[src/rtl/serial_adder_ctrl_if.sv]
// Request/response bundle for the bit-serial adder controller.
// The requester drives the master side; the controller is the slave.
interface serial_adder_ctrl_if #(
  parameter int WIDTH = 8
);
  logic             start_valid;
  logic             start_ready;
  logic [WIDTH-1:0] a;
  logic [WIDTH-1:0] b;
  logic             cin;
  logic             result_valid;
  logic             result_ready;
  logic [WIDTH-1:0] sum;
  logic             cout;
  logic             busy;

  modport slave (
    input  start_valid, a, b, cin,
    input  result_ready,
    output start_ready, result_valid,
    output sum, cout, busy
  );

  modport master (
    output start_valid, a, b, cin,
    output result_ready,
    input  start_ready, result_valid,
    input  sum, cout, busy
  );
endinterface

[src/rtl/serial_adder_ctrl.sv]
// Bit-serial WIDTH-bit adder: one full-adder slice
// stepped LSB first over WIDTH cycles.
module serial_adder_ctrl #(
  parameter int WIDTH = 8
) (
  input logic clk,
  input logic rst_n,
  serial_adder_ctrl_if.slave bus
);
  localparam int CW = $clog2(WIDTH) + 1;

  typedef enum logic [1:0] {
    IDLE,
    RUN,
    DONE
  } state_e;

  state_e           state_q, state_d;
  logic [WIDTH-1:0] a_sh_q, a_sh_d;
  logic [WIDTH-1:0] b_sh_q, b_sh_d;
  logic [WIDTH-1:0] s_sh_q, s_sh_d;
  logic [WIDTH-1:0] sum_q, sum_d;
  logic             c_q, c_d;
  logic             cout_q, cout_d;
  logic [CW-1:0]    cnt_q, cnt_d;

  logic fa_x, fa_y, fa_s, fa_co;

  // The single adder slice shared by every bit position
  assign fa_x  = a_sh_q[0];
  assign fa_y  = b_sh_q[0];
  assign fa_s  = fa_x ^ fa_y ^ c_q;
  assign fa_co = (fa_x & fa_y) | (c_q & (fa_x ^ fa_y));

  always_comb begin
    state_d = state_q;
    a_sh_d  = a_sh_q;
    b_sh_d  = b_sh_q;
    s_sh_d  = s_sh_q;
    sum_d   = sum_q;
    c_d     = c_q;
    cout_d  = cout_q;
    cnt_d   = cnt_q;
    unique case (state_q)
      IDLE: begin
        if (bus.start_valid) begin
          a_sh_d  = bus.a;
          b_sh_d  = bus.b;
          c_d     = bus.cin;
          cnt_d   = '0;
          state_d = RUN;
        end
      end
      RUN: begin
        // Out-of-range count means corrupted state: bail out
        if (cnt_q >= CW'(WIDTH)) begin
          state_d = IDLE;
        end else begin
          s_sh_d = {fa_s, s_sh_q[WIDTH-1:1]};
          a_sh_d = {1'b0, a_sh_q[WIDTH-1:1]};
          b_sh_d = {1'b0, b_sh_q[WIDTH-1:1]};
          c_d    = fa_co;
          cnt_d  = cnt_q + 1'b1;
          if (cnt_q == CW'(WIDTH - 1)) begin
            sum_d   = {fa_s, s_sh_q[WIDTH-1:1]};
            cout_d  = fa_co;
            state_d = DONE;
          end
        end
      end
      DONE: begin
        if (bus.result_ready) begin
          state_d = IDLE;
        end
      end
      default: state_d = IDLE;
    endcase
  end

  always_ff @(posedge clk or negedge rst_n) begin
    if (!rst_n) begin
      state_q <= IDLE;
      a_sh_q  <= '0;
      b_sh_q  <= '0;
      s_sh_q  <= '0;
      sum_q   <= '0;
      c_q     <= 1'b0;
      cout_q  <= 1'b0;
      cnt_q   <= '0;
    end else begin
      state_q <= state_d;
      a_sh_q  <= a_sh_d;
      b_sh_q  <= b_sh_d;
      s_sh_q  <= s_sh_d;
      sum_q   <= sum_d;
      c_q     <= c_d;
      cout_q  <= cout_d;
      cnt_q   <= cnt_d;
    end
  end

  assign bus.start_ready  = (state_q == IDLE);
  assign bus.result_valid = (state_q == DONE);
  assign bus.busy         = (state_q == RUN) || (state_q == DONE);
  assign bus.sum          = sum_q;
  assign bus.cout         = cout_q;
endmodule

[src/flat_wrapper.sv]
// flat-port wrapper written by rule: the top's interface ports become plain ports
module serial_adder_ctrl_flat 
#(
  parameter int WIDTH = 8
)
  (clk, rst_n, bus_start_valid, bus_a, bus_b, bus_cin, bus_result_ready, bus_start_ready, bus_result_valid, bus_sum, bus_cout, bus_busy);
  serial_adder_ctrl_if #(.WIDTH(WIDTH)) bus_i ();
  input logic clk;
  input logic rst_n;
  input wire logic [$bits(bus_i.start_valid)-1:0] bus_start_valid;
  input wire logic [$bits(bus_i.a)-1:0] bus_a;
  input wire logic [$bits(bus_i.b)-1:0] bus_b;
  input wire logic [$bits(bus_i.cin)-1:0] bus_cin;
  input wire logic [$bits(bus_i.result_ready)-1:0] bus_result_ready;
  output wire logic [$bits(bus_i.start_ready)-1:0] bus_start_ready;
  output wire logic [$bits(bus_i.result_valid)-1:0] bus_result_valid;
  output wire logic [$bits(bus_i.sum)-1:0] bus_sum;
  output wire logic [$bits(bus_i.cout)-1:0] bus_cout;
  output wire logic [$bits(bus_i.busy)-1:0] bus_busy;
  assign bus_i.start_valid = bus_start_valid;
  assign bus_i.a = bus_a;
  assign bus_i.b = bus_b;
  assign bus_i.cin = bus_cin;
  assign bus_i.result_ready = bus_result_ready;
  assign bus_start_ready = bus_i.start_ready;
  assign bus_result_valid = bus_i.result_valid;
  assign bus_sum = bus_i.sum;
  assign bus_cout = bus_i.cout;
  assign bus_busy = bus_i.busy;
  serial_adder_ctrl #(.WIDTH(WIDTH)) u_core (.clk(clk), .rst_n(rst_n), .bus(bus_i));
endmodule
[config.mk]
export PLATFORM = sky130hd
export DESIGN_NAME = serial_adder_ctrl_flat
export DESIGN_NICKNAME = d
export VERILOG_FILES = /design/src/rtl/serial_adder_ctrl_if.sv /design/src/rtl/serial_adder_ctrl.sv /design/src/flat_wrapper.sv
export SDC_FILE = /design/constraint.sdc
export NUM_CORES = 1
export LEC_CHECK = 0
export CORE_ASPECT_RATIO = 1.2
export CORE_MARGIN = 5
export CORE_UTILIZATION = 41
export CTS_BUF_LIST = sky130_fd_sc_hd__clkbuf_16
export CTS_CLUSTER_DIAMETER = 120
export DETAILED_ROUTE_END_ITERATION = 12
export PLACE_DENSITY_LB_ADDON = 0.3
export SYNTH_ARGS = -nofsm -noshare
export SYNTH_HDL_FRONTEND = slang
export SYNTH_SLANG_ARGS = --single-unit
[constraint.sdc]
create_clock -name clk -period 2.8 [get_ports clk]
set_input_delay 0.42 -clock clk [delete_from_list [all_inputs] [get_ports clk]]
set_output_delay 0.42 -clock clk [all_outputs]
set_load 0.02 [all_outputs]
Word-level counts from Yosys, hierarchy flattened
Cells that the tools add are included.
{"block": "word_totals", "out_inout_bits": 12, "input_bits": 21, "register_bits": 40, "rom_bits": 0, "ram_bits": 0, "n_memories": 0, "latchBits": 0}
{"block": "classes", "mux": 17, "div_mod_pow": 0, "order_cmp": 1, "n_bitwise": 6, "add_sub_neg": 1, "n_shift": 0, "eq_ne": 7, "n_reduce_logical": 7, "mul": 0}
{"op": "8-bit 2-to-1 mux", "n": 4}
{"op": "8-bit one-hot mux with 2 select lines", "n": 2}
{"op": "3-bit AND reduction", "n": 3}
{"op": "2-bit 2-to-1 mux", "n": 4}
{"op": "4-bit 2-to-1 mux", "n": 2}
{"op": "4-bit one-hot mux with 2 select lines", "n": 1}
{"op": "2-bit inequality test (second input constant)", "n": 3}
{"op": "2-bit one-hot mux with 3 select lines", "n": 1}
{"op": "4-bit by 1-bit adder with 4-bit output (second input constant)", "n": 1}
{"op": "4-bit by 3-bit equality test with 1-bit output (second input constant)", "n": 1}
{"op": "4-bit >= comparator (second input constant)", "n": 1}
{"op": "3-bit by 1-bit inequality test with 1-bit output (second input constant)", "n": 1}
{"op": "1-bit AND", "n": 2}
{"op": "2-bit by 1-bit equality test with 1-bit output (second input constant)", "n": 1}
{"op": "2-bit equality test (second input constant)", "n": 1}
{"op": "2-bit logical NOT", "n": 1}
{"op": "1-bit 2-to-1 mux", "n": 2}
{"op": "1-bit one-hot mux with 2 select lines", "n": 1}
{"op": "2-bit AND reduction", "n": 1}
{"op": "2-bit nonzero test", "n": 1}
{"op": "1-bit XOR", "n": 2}
{"op": "1-bit logical OR", "n": 1}
{"op": "1-bit inverter", "n": 1}
{"op": "1-bit OR", "n": 1}

Logic depth before layout (Yosys ltp)
{"block": "depth", "ltp_word": 5, "depth_mapped": 8, "ltp_nobuf": 5}

Worst setup path after synthesis
OpenSTA, ideal clock, no wires.
{"block": "synth_timing", "path_kind": "reg-to-reg", "from": "reg u_core.state_q[0]", "to": "reg u_core.a_sh_q[0]", "setup_slack_ps": 961, "arrival_time_ps": 1714, "synth_period_minus_slack_ps": 1839, "setup_time_ps": 125, "stages_incl_launch_ff": 9, "n_path_buf": 3, "cell_sequence": "dfrtp_1 inv_1 ha_1 buf_6 nand2b_1 buf_6 o211ai_4 buf_6 mux2_4"}
{"block": "synth_between", "elab_chain_cells": 3}
{"element": "start, declared", "line_no": "serial_adder_ctrl.sv:18", "rtl": "state_e state_q, state_d;"}
{"element": "start signal, assigned", "line_no": "serial_adder_ctrl.sv:91", "rtl": "state_q <= state_d;"}
{"element": "2-bit logical NOT *"}
{"element": "via bus_start_ready", "line_no": "flat_wrapper.sv:15", "rtl": "output wire logic [$bits(bus_i.start_ready)-1:0] bus_start_ready;"}
{"element": "2-bit inequality test (no source line) / 2-bit nonzero test (equally long branches)"}
{"element": "3-bit AND reduction (no source line)"}
{"element": "end signal, assigned", "line_no": "serial_adder_ctrl.sv:92", "rtl": "a_sh_q <= a_sh_d;"}
{"element": "end, declared", "line_no": "serial_adder_ctrl.sv:19", "rtl": "logic [WIDTH-1:0] a_sh_q, a_sh_d;"}
Mark *: on every way through the listed nets, which the timed path passes. The rest lies on a longest branch.
A chain may end at the register's enable or synchronous reset.

Final worst setup path
{"block": "layout_timing", "from": "reg u_core.state_q[1]", "to": "out bus_start_ready"}
{"block": "layout_between", "elab_chain_cells": 1}
{"element": "2-bit logical NOT", "line_no": "serial_adder_ctrl.sv:102", "rtl": "assign bus.start_ready = (state_q == IDLE);"}
{"element": "end, declared", "line_no": "flat_wrapper.sv:15"}
Every way passes these cells.

==> flow_metrics.env <==
export IMPL_power_density_mw_per_mm2=1220
export IMPL_multi_input_area_um2=900
export IMPL_synth_avg_cell_area_um2=12.6
export IMPL_yosys_area_top_type="dfrtp_1"
export IMPL_cts_tree="done"
export IMPL_wl_um=3420
export IMPL_synth_top_area_frac=0.497
export IMPL_timing_final_crit_share=0.833
export IMPL_track_usage=0.129
export IMPL_stdcell_area_mm2=0.00247
export IMPL_root_buffer="clkbuf_16"
export IMPL_die_y_um=85.8
export IMPL_hold_class="primary input to async pin"
export IMPL_drt_iter0_markers=54
export IMPL_crit_chain="inv_1 > ha_1 > clkdlybuf4s50_1"
export IMPL_dp_hpwl_um=2440
export IMPL_post_cts_resized=0
export IMPL_cp_end_kind="output pin"
export IMPL_globalplace_congestion=0.733
export IMPL_cts_sinks=39
export IMPL_hold_buffers=0
export IMPL_initial_core_util=0.424
export IMPL_r2r_end="u_core.b_sh_q[2]"
export IMPL_top_layer_used="met4"
export IMPL_grt_pass1_wl_um=6300
export IMPL_h_tree_depth=2
export IMPL_period_needed_ns=2.33
export IMPL_avgRoutedWirePerCell_um=13.8
export IMPL_finalSetupTns_ns=0
export IMPL_pin_count=33
export IMPL_startpoint_type="flip-flop"
export IMPL_seq_area_um2=976
export IMPL_tightest_slew_ns=0.855
export IMPL_io_buffers=32
export IMPL_synthesis_nets=183
export IMPL_wl_met2_um=1630
export IMPL_drtPass1Iterations=2
export IMPL_syn_area_mm2=0.00196
export IMPL_core_area_mm2=0.00463
export IMPL_ys_seq_elements=39
export IMPL_die_area_mm2=0.00627
export IMPL_drive_gt1_frac=0.289
export IMPL_critPathBufInv=2
export IMPL_skew_ns=0.00390
export IMPL_ff2ff_path_depth=5
export IMPL_synthCells=156
export IMPL_met3_length_um=234
export IMPL_overflow=0
export IMPL_cap_violations=0
export IMPL_rsz0062_at_grt="false"
export IMPL_drv_slew=0
export IMPL_p_leak_nw=1.14
export IMPL_cp_required_ns=2.38
export IMPL_crit_type="flip-flop to output pin"
export IMPL_place_area_mm2=0.00230
export IMPL_cp_slowest_cell="clkdlybuf4s50_1"
export IMPL_critPathTopFamily="buffers and inverters"
export IMPL_numCtsBuffers=5
export IMPL_fin_nets=216
export IMPL_drc_errors=0
export IMPL_wl_met1_um=1490
export IMPL_worstPathArrival_ns=1.91
export IMPL_r2r_start="u_core.state_q[1]"
export IMPL_fmax_ghz=0.429
export IMPL_clock_latency_ns=0.28
export IMPL_grt_max_degree=40
export IMPL_worst_r2r_setup_slack_ns=0.70
export IMPL_cp_startpoint="u_core.state_q[1]"
export IMPL_ys_types=27
export IMPL_die_width_um=73.1
export IMPL_rows=27
export IMPL_antenna_found_initial=0
export IMPL_cts_setup_buffers=0
export IMPL_drt_antenna_violating_nets=0
export IMPL_synth_top_cells_by_area="dfrtp_1 (50%), mux2_2 (17%), mux2_4 (7.7%)"
export IMPL_status="finished clean"
export IMPL_synth_seq_area_share=0.497
export IMPL_yosysWarnings=0
export IMPL_max_slew_margin_rel=0.430
export IMPL_slowest_delay_ns=0.70
export IMPL_vias=1238
export IMPL_clk_pin_slew_ns=0.06
export IMPL_cp_max_fo=11
export IMPL_vias_per_cell=4.99
export IMPL_area_growth_pct=25.9
export IMPL_grt_pass1_vias=1409
export IMPL_antenna_cells=0
export IMPL_fillerInstances=388
export IMPL_finalSetupViolCount=0
export IMPL_ir_drop_uv=455
export IMPL_cts_buffer_depth=2
export IMPL_hold_viol=0
per-layer routing:
layer / up-vias / track usage
met5: - / 0
met4: 0 / 0.0503
met3: 7 / 0.0492
met2: 30 / 0.217
met1: 601 / 0.146
li1: 600 / -
cells in the final DEF, fill, tap and decap left out, drive strengths merged:
cell and instances:
dfrtp 39, buf 4, nor2 1, nor2b 5
clkbuf 5, clkdlybuf4s50 31, a32oi 1, and2b 1
bufinv 1, a21oi 1, inv 4, fa 1
nand2 28, ha 5, nand2b 4, and2 1
or2 1, o2bb2ai 2, a31oi 4, mux2 40
a22o 2, o211ai 2, clkinv 2, o21ai 3
a41oi 1, mux2i 1
power by group:
group	total, W	switching [W]	leakage [nW]	internal (W)
clock network	0.000641	0.000222	0.0838	0.000420
registers	0.000981	0.000161	0.494	0.000820
logic	0.00139	0.000607	0.561	0.000785
synth_stat cells:
| cell | number |
|---|---|
| buf_4 | 3 |
| and2b_1 | 1 |
| mux2_2 | 30 |
| fa_1 | 1 |
| buf_2 | 3 |
| a22o_1 | 2 |
| a31oi_1 | 4 |
| inv_1 | 4 |
| nor2_1 | 1 |
| buf_6 | 3 |
| or2_2 | 1 |
| mux2i_1 | 1 |
| o211ai_1 | 1 |
| dfrtp_1 | 39 |
| nor2b_1 | 5 |
| a32oi_1 | 1 |
| and2_1 | 1 |
| o21ai_0 | 3 |
| nand2_4 | 1 |
| o2bb2ai_1 | 2 |
| nand2b_1 | 4 |
| a21oi_1 | 1 |
| o211ai_4 | 1 |
| nand2_1 | 27 |
| mux2_4 | 10 |
| ha_1 | 5 |
| a41oi_1 | 1 |
cell families after synthesis:
family | after synthesis | share of synthesized area
AOI/OAI and AO/OA | 16 | 0.0644
adders and majority gates | 6 | 0.0421
buffers and inverters | 13 | 0.0440
DFF | 39 | 0.497
muxes | 41 | 0.254
and+or+nand+nor | 41 | 0.0982
worst register-to-register path, delay by kind of cell, from the launching register on:
kind | cells | cell delay, ns
fa+ha+maj | 1 | 0.44
mux | 1 | 0.41
flops | 1 | 0.40
compound gates | 1 | 0.36
simple gates | 1 | 0.29
buf+inv | 1 | 0.09
sequential cells by signal (all words and copies together) (netlist names):
signal	count
u_core.a_sh_q	8
u_core.b_sh_q	8
u_core.bus.sum	8
u_core.s_sh_q	7
u_core.cnt_q	4
u_core.state_q	2
u_core.bus.cout	1
u_core.c_q	1
layout make-up:
| type | instances | area share |
|---|---|---|
| Tap cell | 58 | 0.0294 |
| Timing Repair Buffer | 35 | 0.137 |
| Clock inverter | 3 | 0.0177 |
| Clock buffer | 5 | 0.0507 |
| Sequential cell | 39 | 0.395 |
| Multi-Input combinational cell | 104 | 0.364 |
| Inverter | 4 | 0.00608 |
how the worst max path moves through the flow:
stage | end | slack, ns | cells past startpoint
2_1_floorplan | u_core.a_sh_q[0] | 0.96 | 8
3_3_place_gp | u_core.b_sh_q[0] | 0.73 | 4
3_5_place_dp | u_core.b_sh_q[2] | 0.68 | 4
4_1_cts | bus_start_ready | 0.45 | 3
5_1_grt | bus_start_ready | 0.38 | 3
6_report | bus_start_ready | 0.47 | 3
per-stage QoR:
| stage | std cells | power, W | setup slack, ns | util | hold WS (ns) |
|---|---|---|---|---|---|
| final | 248 | 0.00301 | 0.467 | 0.534 | 0.247 |
| after global routing | 248 | 0.00326 | 0.381 | 0.534 | 0.337 |
| after CTS | 248 | 0.00307 | 0.449 | 0.534 | 0.279 |
| after detailed placement | 240 | 0.00241 | 0.682 | 0.497 | 0.484 |
| after global placement | 240 | 0.00234 | 0.735 | 0.497 | 0.456 |
| after floorplan | 156 | 0.00210 | 0.961 | - | 0.124 |
Note: power is estimated with default switching activity, not from simulation.
